===== src/rtl/valu_pkg.sv =====
// Shared types for the lane-serial vector ALU: opcodes, FSM states, divide-by-zero quotient.
// Latency: n/a (types and constants only).
// Backpressure: n/a.
package valu_pkg;

    typedef enum logic [2:0] {
        OP_ADD = 3'b000,
        OP_SUB = 3'b001,
        OP_MOV = 3'b010,
        OP_MUL = 3'b011,
        OP_DIV = 3'b100,
        OP_CMP = 3'b101,
        OP_NOP = 3'b110,
        OP_DUP = 3'b111
    } alu_op_e;

    typedef enum logic [1:0] {
        S_IDLE,
        S_RUN,
        S_DIV,
        S_FIN
    } valu_state_e;

    // Sliced to the element width by users.
    localparam logic [63:0] DIV_DIVZERO_Q = '1;

endpackage


===== src/rtl/valu_div_iter.sv =====
// Single-lane restoring divider, one quotient bit per cycle; divisor 0 yields all ones.
// Latency: start edge does iteration 1, valid high EW cycles after start.
// Backpressure: none; a new start restarts the divider at any time.
module valu_div_iter
    import valu_pkg::*;
#(
    parameter int EW = 8
) (
    input  logic          clk,
    input  logic          reset,
    input  logic          start,
    input  logic [EW-1:0] dividend,
    input  logic [EW-1:0] divisor,
    output logic [EW-1:0] quotient,
    output logic          valid
);

    localparam int CW = $clog2(EW + 1);

    logic [EW-1:0] r_rem;
    logic [EW-1:0] r_quo;
    logic [EW-1:0] r_div;
    logic [CW-1:0] r_cnt;
    logic          r_loaded;

    logic [EW-1:0] w_rem_in;
    logic [EW-1:0] w_quo_in;
    logic [EW-1:0] w_div_in;
    logic [EW:0]   w_shift;
    logic          w_ge;
    logic [EW-1:0] w_rem_next;

    // On start the step runs on the fresh operands so iteration 1 costs no load cycle.
    assign w_rem_in   = start ? '0 : r_rem;
    assign w_quo_in   = start ? dividend : r_quo;
    assign w_div_in   = start ? divisor : r_div;
    assign w_shift    = {w_rem_in, w_quo_in[EW-1]};
    assign w_ge       = w_shift >= {1'b0, w_div_in};
    assign w_rem_next = w_ge ? (w_shift[EW-1:0] - w_div_in) : w_shift[EW-1:0];

    always_ff @(posedge clk) begin
        if (reset) begin
            r_rem    <= '0;
            r_quo    <= '0;
            r_div    <= '0;
            r_cnt    <= '0;
            r_loaded <= 1'b0;
        end else begin
            if (start || (r_cnt != '0)) begin
                r_rem <= w_rem_next;
                r_quo <= {w_quo_in[EW-2:0], w_ge};
                r_div <= w_div_in;
                r_cnt <= start ? CW'(EW - 1) : (r_cnt - 1'b1);
            end
            r_loaded <= r_loaded | start;
        end
    end

    assign valid    = r_loaded && (r_cnt == '0);
    assign quotient = (r_div == '0) ? DIV_DIVZERO_Q[EW-1:0] : r_quo;

endmodule


===== src/rtl/vector_alu_exec.sv =====
// Lane-serial vector ALU (ADD/SUB/MOV/MUL/DIV/CMP/NOP/DUP); VALU_SAT_EN enables ADD/SUB/MUL clamping.
// Latency: start at T -> done at T+LANES+1, DIV T+LANES*(EW+1)+1, NOP T+1.
// Backpressure: start only accepted in IDLE; ignored while busy and during the done cycle.
module vector_alu_exec
    import valu_pkg::*;
#(
    parameter int LANES = 4,
    parameter int EW    = 8
) (
    input  logic                clk,
    input  logic                reset,
    input  logic                start,
    input  logic [2:0]          alu_control,
    input  logic                src_a,
    input  logic [LANES*EW-1:0] vec_a,
    input  logic [LANES*EW-1:0] vec_b,
    output logic                busy,
    output logic                done,
    output logic [LANES*EW-1:0] result,
    output logic [LANES-1:0]    cmp_eq,
    output logic                flag_z,
    output logic                flag_n
);

    localparam int LW = (LANES > 1) ? $clog2(LANES) : 1;
    localparam int PW = $clog2(EW + 1);

    valu_state_e         r_state;
    valu_state_e         w_next;
    alu_op_e             r_op;
    logic [LANES*EW-1:0] r_a;
    logic [LANES*EW-1:0] r_b;
    logic [LW-1:0]       r_lane;
    logic [PW-1:0]       r_phase;
    logic [LANES*EW-1:0] r_result;
    logic [LANES-1:0]    r_cmp_eq;
    logic                r_flag_z;
    logic                r_flag_n;

    logic                w_last_lane;
    logic                w_last_phase;
    logic [EW-1:0]       w_a_lane;
    logic [EW-1:0]       w_b_lane;
    logic [EW-1:0]       w_cur_lane;
    logic [EW-1:0]       w_diff;
    logic [EW-1:0]       w_add_res;
    logic [EW-1:0]       w_sub_res;
    logic [EW-1:0]       w_mul_res;
    logic [EW-1:0]       w_lane_res;
    logic                w_lane_eq;
    logic [LANES-1:0]    w_eq_mask;
    logic                w_div_start;
    logic [EW-1:0]       w_div_q;
    logic                w_div_vld;

    assign w_last_lane  = (r_lane == LW'(LANES - 1));
    assign w_last_phase = (r_phase == PW'(EW));
    assign w_a_lane     = r_a[r_lane*EW +: EW];
    assign w_b_lane     = r_b[r_lane*EW +: EW];
    assign w_cur_lane   = r_result[r_lane*EW +: EW];
    assign w_diff       = w_a_lane - w_b_lane;
    assign w_lane_eq    = (w_a_lane == w_b_lane);

`ifdef VALU_SAT_EN
    logic [EW:0]     w_sum;
    logic [2*EW-1:0] w_prod;

    assign w_sum     = {1'b0, w_a_lane} + {1'b0, w_b_lane};
    assign w_prod    = {{EW{1'b0}}, w_a_lane} * {{EW{1'b0}}, w_b_lane};
    assign w_add_res = w_sum[EW] ? '1 : w_sum[EW-1:0];
    assign w_sub_res = (w_a_lane < w_b_lane) ? '0 : w_diff;
    assign w_mul_res = (|w_prod[2*EW-1:EW]) ? '1 : w_prod[EW-1:0];
`else
    assign w_add_res = w_a_lane + w_b_lane;
    assign w_sub_res = w_diff;
    assign w_mul_res = w_a_lane * w_b_lane;
`endif

    // CMP and NOP fall through to the held lane value, so RUN can write unconditionally.
    always_comb begin
        w_lane_res = w_cur_lane;
        case (r_op)
            OP_ADD:  w_lane_res = w_add_res;
            OP_SUB:  w_lane_res = w_sub_res;
            OP_MOV:  w_lane_res = w_b_lane;
            OP_MUL:  w_lane_res = w_mul_res;
            OP_DUP:  w_lane_res = r_b[EW-1:0];
            default: w_lane_res = w_cur_lane;
        endcase
    end

    always_comb begin
        w_eq_mask         = r_cmp_eq;
        w_eq_mask[r_lane] = w_lane_eq;
    end

    always_ff @(posedge clk) begin
        if (reset) r_state <= S_IDLE;
        else       r_state <= w_next;
    end

    always_comb begin
        w_next = r_state;
        busy   = 1'b0;
        done   = 1'b0;
        case (r_state)
            S_IDLE: begin
                if (start) begin
                    case (alu_op_e'(alu_control))
                        OP_DIV:  w_next = S_DIV;
                        OP_NOP:  w_next = S_FIN;
                        default: w_next = S_RUN;
                    endcase
                end
            end
            S_RUN: begin
                busy = 1'b1;
                if (w_last_lane) w_next = S_FIN;
            end
            S_DIV: begin
                busy = 1'b1;
                if (w_last_lane && w_last_phase) w_next = S_FIN;
            end
            S_FIN: begin
                done   = 1'b1;
                w_next = S_IDLE;
            end
            default: w_next = S_IDLE;
        endcase
    end

    assign w_div_start = (r_state == S_DIV) && (r_phase == '0);

    valu_div_iter #(.EW(EW)) u_div (
        .clk      (clk),
        .reset    (reset),
        .start    (w_div_start),
        .dividend (w_a_lane),
        .divisor  (w_b_lane),
        .quotient (w_div_q),
        .valid    (w_div_vld)
    );

    always_ff @(posedge clk) begin
        if (reset) begin
            r_op     <= OP_NOP;
            r_a      <= '0;
            r_b      <= '0;
            r_lane   <= '0;
            r_phase  <= '0;
            r_result <= '0;
            r_cmp_eq <= '0;
            r_flag_z <= 1'b0;
            r_flag_n <= 1'b0;
        end else begin
            case (r_state)
                S_IDLE: begin
                    if (start) begin
                        r_op    <= alu_op_e'(alu_control);
                        r_a     <= src_a ? '0 : vec_a;
                        r_b     <= vec_b;
                        r_lane  <= '0;
                        r_phase <= '0;
                    end
                end
                S_RUN: begin
                    if (r_op == OP_CMP) begin
                        r_cmp_eq[r_lane] <= w_lane_eq;
                        if (r_lane == '0) r_flag_n <= w_diff[EW-1];
                        if (w_last_lane) r_flag_z <= &w_eq_mask;
                    end
                    r_result[r_lane*EW +: EW] <= w_lane_res;
                    if (!w_last_lane) r_lane <= r_lane + 1'b1;
                end
                S_DIV: begin
                    // Phases 0..EW-1 iterate the divider, phase EW writes the quotient back.
                    if (w_last_phase) begin
                        if (w_div_vld) r_result[r_lane*EW +: EW] <= w_div_q;
                        r_phase <= '0;
                        if (!w_last_lane) r_lane <= r_lane + 1'b1;
                    end else begin
                        r_phase <= r_phase + 1'b1;
                    end
                end
                default: ;
            endcase
        end
    end

    assign result = r_result;
    assign cmp_eq = r_cmp_eq;
    assign flag_z = r_flag_z;
    assign flag_n = r_flag_n;

endmodule

===== config.mk =====
export PLATFORM = sky130hd
export DESIGN_NAME = vector_alu_exec
export DESIGN_NICKNAME = d
export VERILOG_FILES = /design/src/rtl/valu_pkg.sv /design/src/rtl/valu_div_iter.sv /design/src/rtl/vector_alu_exec.sv
export SDC_FILE = /design/constraint.sdc
export NUM_CORES = 1
export LEC_CHECK = 0
export ABC_AREA = 1
export BUFFER_PORTS_ARGS = -buffer_cell sky130_fd_sc_hd__buf_2
export CAP_MARGIN = 20
export CORE_ASPECT_RATIO = 1.75
export CORE_UTILIZATION = 59
export CTS_CLUSTER_SIZE = 30
export DETAILED_ROUTE_END_ITERATION = 7
export PLACE_DENSITY = 0.81
export SLEW_MARGIN = 25
export SYNTH_ARGS = -nofsm -noshare
export SYNTH_HDL_FRONTEND = slang
export SYNTH_SLANG_ARGS = --single-unit

===== constraint.sdc =====
create_clock -name clk -period 5.5 [get_ports clk]
set_input_delay 0.825 -clock clk [delete_from_list [all_inputs] [get_ports clk]]
set_output_delay 0.825 -clock clk [all_outputs]
set_load 0.01 [all_outputs]

==> metrics.md <==
| Metric | Value |
|---|---|
| WHS Endpoint | `r_b[17]` |
| Count leader, synth | `nand2_1` |
| Critical Path Source Type | `flop` |
| GPL Wtd Cong | `a little over 1` |
| Status | `finished clean` |
| Period minus WS final | `about 5.2 ns` |
| Share of cells above drive strength 1 | `between 10 and 15%` |
| CTS Hold Bufs | `0` |
| FF-to-FF setup slack | `around 0.32 ns` |
| FF+latch area | `0.00284 mm²` |
| Cell Area, Synth | `0.00906 mm²` |
| CTS sink cnt | `approximately 140` |
| RSZ-0062 raised after global routing | `no` |
| Pleak | `around 4.7 nW` |
| Ys flop type | `dfxtp_1` |
| Clock Skews | `0.0175 ns` |
| Post-synth EDFFs | `0` |
| Max Freq | `about 190 MHz` |
| Design area | `about 0.01 mm²` |
| # nets final | `around 1500` |
| CP max FO | `23` |
| Sequential area share after synthesis | `between 30% and 40%` |
| Number of fill cells | `about 1300` |
| Die Width | `95.7 µm` |
| Hold Path Depth | `2` |
| Power, Total | `between 6 and 7 mW` |
| CP endpoint kind | `flop` |
| PnR worst setup slack | `approximately 0.32 ns` |
| Min-delay src | `r_b[17]` |
| Total gr overflow | `0` |
| Post-synth top area cell | `dfxtp_1` |
| Max Cap Viol | `0` |
| Clk Tree Root Cell | `clkbuf_16` |
| DRT Wirelength | `around 28 mm` |
| Placement Rows | `59` |
| Chip height | `~170 µm` |
| Family with the most delay on the worst path | `adder cells` |
| Setup TNS | `0 ns` |
| Area Overhead vs Synth | `13.7%` |
| Initial antenna violation count | `0` |
| Mapped Nets | `1462` |
| Slew margin rel. | `29.5%` |
| WP data required | `between 5 and 6 ns` |
| Final-report hold violation count | `0` |
| Reg2Reg Depth | `30` |
| Peak VDD IR | `~0.0004 V` |
| DRC | `0` |
| Critical R2R Capture | `result[23]` |
| CTS tree | `done` |
| CORE AREA | `0.0149 mm²` |
| Mean Syn Cell Area | `slightly below 7 µm²` |
| Drt wl/cell | `17.5 µm` |
| Vias per inst | `between 5 and 6` |
| CP dominant cell by count | `nand2_1` |
| Largest net degree at the start of global routing | `slightly above 100` |
| Ports | `111` |
| Synth warnings | `0` |
| Clock slew at reported path FFs | `roughly 0.07 ns` |
| Antenna Nets Post-Route | `0` |
| Area of the multi-input gates | `approximately 0.0053 mm²` |
| Slew @ Worst Pin | `roughly 1.1 ns` |
| Final Max Tran Viols | `0` |
| Cells after synthesis | `between 1000 and 1500` |
| Post-Layout Cell Count | `1606` |
| Die area | `roughly 0.016 mm²` |
| Period utilization | `between 90% and 100%` |
| Critical Path Max Stage Delay | `between 0.5 and 0.6 ns` |
| Async SR Flop Fraction | `0%` |
| PwrDens | `between 500 and 600 mW/mm²` |
| Clk_lat worst skew | `roughly 0.43 ns` |
| Post-Place Cell Area | `about 0.0097 mm²` |
| Diode count | `0` |
| Netlist cell types | `slightly below 60` |
| PortBufs | `110` |
| Crit Path Class | `reg2reg` |
| Post-placement cell count | `1572` |
| CP Data Arrival Time | `5.44 ns` |
| Post-detail-place hpwl | `20.7 mm` |
| R2R Path Start | `r_lane[1]` |
| Longest Clk Path Bufs | `2` |
| Setup Viol. Count Final | `0` |
| CP bufs+invs | `6` |
| GRT Util Overall | `approximately 36%` |
| Post-synth top area share | `31.4%` |
| Starting density of the core | `60.8%` |
| FF+latch count, synth | `between 100 and 150` |
| Vias in the first global route | `between 9000 and 10000` |
| Hold WC Path Type | `reg2reg` |
| H-tree depth | `4` |
| Starting DRT DRC Count | `approximately 640` |
| Vias after detailed routing | `9474` |
| Post-place setup slack | `0.332 ns` |
| Most frequent cells after synthesis | `304 x nand2_1, 159 x inv_1, 142 x dfxtp_1` |
| DRT Pass-1 Iters | `6` |
| Synth area leaders | `dfxtp_1 31%, nand2_1 13%, a21oi_1 7.7%` |
| Slowest cell on crit path | `fa_1` |
| CTS Buf Count | `17` |
| First-pass GRT wire length | `44.4 mm` |
-- power by group --
part	internal [mW]	switching, mW	total (mW)
logic	1.14	2.41	3.55
clock network	0.679	0.493	1.17
registers	1.25	0.137	1.39
-- placed cells by master (no fill, tap or decap), types with 3 or more instances in the layout --
master,Yosys,final
clkinv_4,0,4
clkbuf_16,0,17
a31oi_1,5,5
o21ai_0,100,100
nor2_1,117,117
o21ai_1,5,5
inv_1,159,158
nand3_2,7,7
nand3_1,71,71
nand2_4,3,3
ha_1,53,53
nor3_1,16,15
dfxtp_1,142,141
nand2_1,304,303
o211ai_1,10,10
nor4_1,6,6
a221oi_1,4,4
inv_2,5,5
a21oi_1,140,140
xor2_1,6,6
nand4_1,6,6
a211oi_1,23,23
or2_2,3,3
a32o_1,5,5
xnor2_1,8,8
inv_6,1,5
buf_2,8,110
o21bai_1,4,4
nand2_2,12,13
buf_4,1,17
o2111ai_1,3,3
fa_1,15,15
-- area by class of cell --
type                            instances  share of cell area (%)
Clock buffer                           19                    4.20
Clock inverter                         13                    1.49
Timing Repair Buffer                  129                    6.89
Multi-Input combinational cell        953                    51.4
Tap cell                              183                    2.22
Inverter                              167                    6.19
Sequential cell                       142                    27.6
-- metrics by stage --
stage | hold slack, ns | util (%)
after floorplan | 0.429 | -
after global placement | 0.438 | 64.9
after detailed placement | 0.444 | 64.9
after CTS | 0.465 | 68.9
after global routing | 0.481 | 69.1
final | 0.464 | 69.1
-- timing repair --
item | 4_1_cts | 5_1_grt
setup endpoints to repair | 0 | 3
setup buffers | 0 | 2
resized for setup | 0 | 2
-- per-layer routing --
metal / share of wire, % / wire length (µm) / GRT usage [%]
met3: 5.8 / 1640 / 5.45
met4: 7.2 / 2030 / 25.1
met5: 0 / 0 / 0
met2: 50 / 14000 / 61.7
met1: 37 / 10400 / 40.0
-- registers in the layout, summed over array words and instances (netlist names), 3 cells and up --
signal / cells
cmp_eq: 4
r_op: 3
r_b: 32
u_div.r_div: 8
u_div.r_quo: 8
u_div.r_rem: 8
u_div.r_cnt: 4
r_phase: 4
result: 32
r_a: 32
-- cell families after synthesis --
| group | after synthesis | share of synthesized area, % |
|---|---|---|
| simple gates | 557 | 26.5 |
| compound gates | 311 | 19.4 |
| buf+inv | 228 | 10.3 |
| flops | 142 | 31.4 |
| fa+ha+maj | 68 | 10.6 |
| xor+xnor | 16 | 1.71 |
| mux | 1 | 0.124 |
-- worst max-delay path by stage --
stage	from	cells after the start	slack, ns	to
2_1_floorplan	r_lane[0]	33	0.58	result[23]
3_3_place_gp	r_lane[1]	30	0.43	result[23]
3_5_place_dp	r_lane[1]	29	0.33	result[23]
4_1_cts	r_lane[1]	29	0.32	result[23]
5_1_grt	r_lane[1]	29	0.03	result[31]
6_report	r_lane[1]	30	0.32	result[23]
-- worst register-to-register path: cells and delay by family, from the launching register on --
kind,cells,cell delay (ns)
buffers and inverters,6,0.58
and+or+nand+nor,16,1.41
DFF,1,0.37
AOI/OAI and AO/OA,3,0.39
adders and majority gates,5,2.29
Note: power is estimated with default switching activity, not from simulation.
